[src/rtl/uart_rx_fifo.sv]
// Receive-side buffer behind the UART receiver: frames each received byte with
// the errors reported until the frame ends, then queues it in a FWFT FIFO.
module uart_rx_fifo #(
   parameter int p_depth     = 16,
   parameter int p_addr_bits = 4
) (
   input  logic                   clk_i,
   input  logic                   rst_n_i,
   input  logic [7:0]             rx_data_i,
   input  logic                   rx_data_ready_i,
   input  logic                   rx_busy_i,
   input  logic                   rx_parity_err_i,
   input  logic                   rx_framing_err_i,
   input  logic                   rd_en_i,
   input  logic                   clear_overrun_i,
   output logic [7:0]             data_o,
   output logic                   parity_err_o,
   output logic                   framing_err_o,
   output logic                   valid_o,
   output logic                   full_o,
   output logic [p_addr_bits:0]   count_o,
   output logic                   overrun_o
);

   localparam logic [p_addr_bits:0]   c_depth   = (p_addr_bits + 1)'(p_depth);
   localparam logic [p_addr_bits:0]   c_cnt_one = (p_addr_bits + 1)'(1);
   localparam logic [p_addr_bits-1:0] c_ptr_one = p_addr_bits'(1);

   typedef enum logic {
      S_IDLE,
      S_WAIT_END
   } state_t;

   state_t                 state_q;
   logic                   rdy_q;
   logic                   rise;
   logic [7:0]             hold_byte_q;
   logic                   par_acc_q;
   logic                   frm_acc_q;

   logic                   push_req;
   logic [9:0]             push_word;
   logic                   do_push;
   logic                   do_pop;
   logic                   drop;

   logic [9:0]             mem [p_depth];
   logic [p_addr_bits-1:0] wr_ptr_q;
   logic [p_addr_bits-1:0] rd_ptr_q;
   logic [p_addr_bits:0]   count_q;
   logic [p_addr_bits:0]   count_nxt;
   logic                   full_q;
   logic                   overrun_q;
   logic [9:0]             head_word;

   assign rise = rx_data_ready_i & ~rdy_q;

   // A frame ends when the receiver goes idle, or when a new byte arrives
   // before busy ever dropped (back-to-back frames).
   assign push_req  = (state_q == S_WAIT_END) & (rise | ~rx_busy_i);
   assign push_word = {frm_acc_q | rx_framing_err_i,
                       par_acc_q | rx_parity_err_i,
                       hold_byte_q};

   // Frame capture: a rise in WAIT_END wins over busy low so no byte is lost;
   // the freshly latched byte is then pushed on the following idle cycle.
   always_ff @(posedge clk_i or negedge rst_n_i) begin
      if (!rst_n_i) begin
         state_q     <= S_IDLE;
         rdy_q       <= 1'b0;
         hold_byte_q <= '0;
         par_acc_q   <= 1'b0;
         frm_acc_q   <= 1'b0;
      end else begin
         rdy_q <= rx_data_ready_i;
         case (state_q)
            S_IDLE: begin
               if (rise) begin
                  hold_byte_q <= rx_data_i;
                  par_acc_q   <= 1'b0;
                  frm_acc_q   <= 1'b0;
                  state_q     <= S_WAIT_END;
               end
            end
            S_WAIT_END: begin
               if (rise) begin
                  hold_byte_q <= rx_data_i;
                  par_acc_q   <= 1'b0;
                  frm_acc_q   <= 1'b0;
               end else if (!rx_busy_i) begin
                  state_q <= S_IDLE;
               end else begin
                  par_acc_q <= par_acc_q | rx_parity_err_i;
                  frm_acc_q <= frm_acc_q | rx_framing_err_i;
               end
            end
            default: state_q <= S_IDLE;
         endcase
      end
   end

   // Read side handshake: valid_o means the head entry on data_o/tags is
   // meaningful; rd_en_i acts as ready and an entry leaves only on a cycle
   // where both are high. rd_en_i with valid_o low is ignored.
   assign valid_o = (count_q != '0);
   assign do_pop  = rd_en_i & valid_o;
   assign do_push = push_req & (~full_q | do_pop);
   assign drop    = push_req & full_q & ~do_pop;

   always_comb begin
      count_nxt = count_q;
      case ({do_push, do_pop})
         2'b10:   count_nxt = count_q + c_cnt_one;
         2'b01:   count_nxt = count_q - c_cnt_one;
         default: count_nxt = count_q;
      endcase
   end

   always_ff @(posedge clk_i or negedge rst_n_i) begin
      if (!rst_n_i) begin
         wr_ptr_q  <= '0;
         rd_ptr_q  <= '0;
         count_q   <= '0;
         full_q    <= 1'b0;
         overrun_q <= 1'b0;
      end else begin
         if (do_push) wr_ptr_q <= wr_ptr_q + c_ptr_one;
         if (do_pop)  rd_ptr_q <= rd_ptr_q + c_ptr_one;
         count_q <= count_nxt;
         full_q  <= (count_nxt == c_depth);
         if (drop) begin
            overrun_q <= 1'b1;
         end else if (clear_overrun_i) begin
            overrun_q <= 1'b0;
         end
      end
   end

   // Storage is deliberately not reset; the head is masked while empty.
   always_ff @(posedge clk_i) begin
      if (do_push) mem[wr_ptr_q] <= push_word;
   end

   assign head_word     = valid_o ? mem[rd_ptr_q] : 10'd0;
   assign data_o        = head_word[7:0];
   assign parity_err_o  = head_word[8];
   assign framing_err_o = head_word[9];
   assign full_o        = full_q;
   assign count_o       = count_q;
   assign overrun_o     = overrun_q;

endmodule

[config.mk]
export PLATFORM = sky130hd
export DESIGN_NAME = uart_rx_fifo
export DESIGN_NICKNAME = d
export VERILOG_FILES = /design/src/rtl/uart_rx_fifo.sv
export SDC_FILE = /design/constraint.sdc
export NUM_CORES = 1
export LEC_CHECK = 0
export CORE_AREA = 4 4 142 144
export DETAILED_ROUTE_END_ITERATION = 16
export DIE_AREA = 0 0 146 148
export REMOVE_ABC_BUFFERS = 1
export SLEW_MARGIN = 10
export SYNTH_ARGS = -nofsm -noshare
export SYNTH_HDL_FRONTEND = slang
export SYNTH_SLANG_ARGS = --single-unit
[constraint.sdc]
create_clock -name clk_i -period 6.84 [get_ports clk_i]
set_clock_uncertainty 0.05 [all_clocks]
set_input_delay 1.368 -clock clk_i [delete_from_list [all_inputs] [get_ports clk_i]]
set_output_delay 1.368 -clock clk_i [all_outputs]
set_load 0.005 [all_outputs]
==> results.toml <==
[timing]
setup_viol = 0
finalHoldViolCount = 0
rsz0062_at_grt = "false"
drv_slew = 0
fmax_mhz = 210
min_period_ns = 4.76
period_share_pct = 69.7
maxSlewHeadroom_pct = 20.6
tns_ns = 0
worst_slew_pin_slew_ns = 1.19

[clock_network]
cts.htree.levels = 4
clkTransAtPathRegs_ns = 0.07
numCtsBuffers = 17
clock_sinks = 187
cts_resized = 0
cts_tree = "done"
clk_latency_ns = 0.42
cts_setup_buffers = 0
clk_path_buf_depth = 2
ctsHoldBuffers = 0
root_buffer = "clkbuf_16"

[route]
wl_um = 14400
antenna_left = 0
vias = 3549
wire_per_inst_um = 21.3
drt_iter0_drc = 261
drtPass1Iterations = 4
drt-vias-per-instance = 5.27
drc = 0

[synth]
ys.flop_type = "edfxtp_1"
synth_most_common_cell = "edfxtp_1"
yosys-top-cells-area = "edfxtp_1 65%, mux4_2 12%, dfrtp_1 9.1%, mux2i_1 2.8%, mux2_2 1.4%"
synth_warnings = 0
synthArstFlopShare_pct = 14.4
synth_cells = 376
synth_edf_count = 160
synth_commonest_cells = "160 x edfxtp_1, 40 x mux4_2, 27 x dfrtp_1"
synth_top_area_cell = "edfxtp_1"
synth.top_cell.area_share_pct = 64.8
ys_ff_latch = 187
synth.avg_cell_area_um2 = 19.7
yosysUniqueCellTypes = 34
syn_area_um2 = 7420
seq_area_frac_synth_pct = 73.9

[global_route]
grtUsageTotal_pct = 13.9
antenna_found_initial = 0
grt.overflow.total = 0
grt_pass1_wl_um = 22000
grt_pass1_vias = 3672
grt_max_degree = 44

[worst_setup_path]
cp_slowest_stage_delay_ns = 1.08
crit_chain = "buf_4 -> mux4_2 -> mux2i_1 -> o22ai_1 -> clkdlybuf4s50_1"
crit_path_start_kind = "flip-flop"
crit_arrival_ns = 3.35
reg2reg_depth = 13
required_ns = 5.42
crit_path_top_delay_cell = "dfrtp_2"
cp-end-kind = "output pin"
worstPathMaxFanout = 30
critical_path_class = "reg2out"

[floorplanning]
fp-row-count = 50
initial_utilization_pct = 39.7
io_pins = 34
coreArea_um2 = 18700
dieArea_um2 = 21600
die_h_um = 148
fp.dieW_um = 146

[place]
gp_congestion = 0.755
dp_hpwl_um = 8880
place_area_um2 = 8080
io_buffers = 33
dp.cells = 641

[final_layout]
n_antenna_cell = 0
fillers = 1587
layout.nets = 450
area_growth_pct = 16.4
finalNonFillerCells = 673
stdcell_area_um2 = 8640
drive_gt1_share_pct = 23.7

[pwr]
pwr_density_cell_nw_per_um2 = 393
p_leak_nw = 2.90
peakVddDrop_mv = 0.263

[min_path]
min_path_type = "reg2reg"
hold-path-cell-count = 1

[outcome]
status = "complete, no violations"

[job]
drv_cap = 0
==> layout make-up <==
type / count / area (um^2) / area share, %
inverters: 7 / 26.3 / 0.304
repair buffers: 49 / 450 / 5.22
clock inverters: 15 / 131 / 1.52
well taps: 234 / 293 / 3.39
multi-input cells: 164 / 1830 / 21.2
clock buffers: 17 / 425 / 4.93
flip-flops and latches: 187 / 5480 / 63.5
==> report_power, final <==
part           total, mW  switching (mW)  leakage, nW  internal, mW
clock              0.914           0.435        0.273         0.479
sequential          1.58           0.212         1.76          1.37
combinational      0.899           0.379        0.869         0.520
total               3.39            1.03         2.90          2.37
==> cell usage in the layout, fill, tap and decap left out, types with 2 or more instances in the layout <==
cell type / n
a21o_1: 2
a21oi_1: 2
a31oi_1: 3
buf_4: 16
clkbuf_16: 17
clkdlybuf4s50_1: 33
clkinv_4: 2
dfrtp_1: 25
dfrtp_2: 2
edfxtp_1: 160
ha_1: 8
inv_1: 7
inv_6: 8
mux2_2: 9
mux2i_1: 21
mux4_2: 40
nand2_1: 14
nand2b_1: 3
nand4_1: 2
nor2_1: 16
nor2b_1: 2
nor3_1: 5
o21ai_0: 4
o22ai_1: 11
or2_2: 2
xnor2_1: 8
xor2_1: 3
==> stage by stage <==
stage               util (%)  setup slack [ns]  power [mW]  hold WS (ns)
floorplan                  -              2.75        2.12         0.404
global placement        43.2              2.39        2.50         0.414
detailed placement      43.2              2.27        2.53         0.418
CTS                     46.2              1.93        3.45         0.431
global route            46.2              1.79        3.57         0.457
finish                  46.2              2.08        3.39         0.434
==> logic make-up (layout without fill, tap and decap cells) <==
family / Yosys count / in the layout / share of synthesized area (%)
flops: 187 / 187 / 73.9
mux: 70 / 70 / 16.3
simple gates: 49 / 49 / 3.20
compound gates: 26 / 26 / 2.45
buf+inv: 25 / 88 / 1.48
xor+xnor: 11 / 11 / 1.30
fa+ha+maj: 8 / 8 / 1.35
==> worst paths after layout <==
kind / startpoint / endpoint / slack (ns)
max in group asynchronous: rst_n_i / rd_ptr_q[0] / 5.16
max reg2reg: rdy_q / full_o / 3.78
max: rd_ptr_q[0] / data_o[3] / 2.08
min reg2reg: rd_ptr_q[3] / rd_ptr_q[3] / 0.43
min in group asynchronous: rst_n_i / count_o[4] / 1.28
min: rd_ptr_q[3] / rd_ptr_q[3] / 0.43
==> critical path, delay by kind of cell, from the launching register on <==
family,cells,cell delay [ns]
AOI/OAI and AO/OA,1,0.14
buffers and inverters,2,0.93
DFF,1,1.08
muxes,2,0.75
==> state kept, by name, indices dropped and copies added, names as in the netlist <==
| name | cells |
|---|---|
| wr_ptr_q | 4 |
| hold_byte_q | 8 |
| frm_acc_q | 1 |
| full_o | 1 |
| count_o | 5 |
| mem | 160 |
| overrun_o | 1 |
| par_acc_q | 1 |
| state_q | 1 |
| rdy_q | 1 |
| rd_ptr_q | 4 |
==> metal layers <==
| metal | GRT usage, % | wire (um) | vias to the layer above |
|---|---|---|---|
| li1 | - | - | 1608 |
| met1 | 19.3 | 6250 | 1838 |
| met5 | 0 | 0 | - |
| met4 | 3.39 | 42 | 0 |
| met3 | 3.83 | 1050 | 2 |
| met2 | 22.1 | 7010 | 101 |
Power figures use the tool's default switching activity.
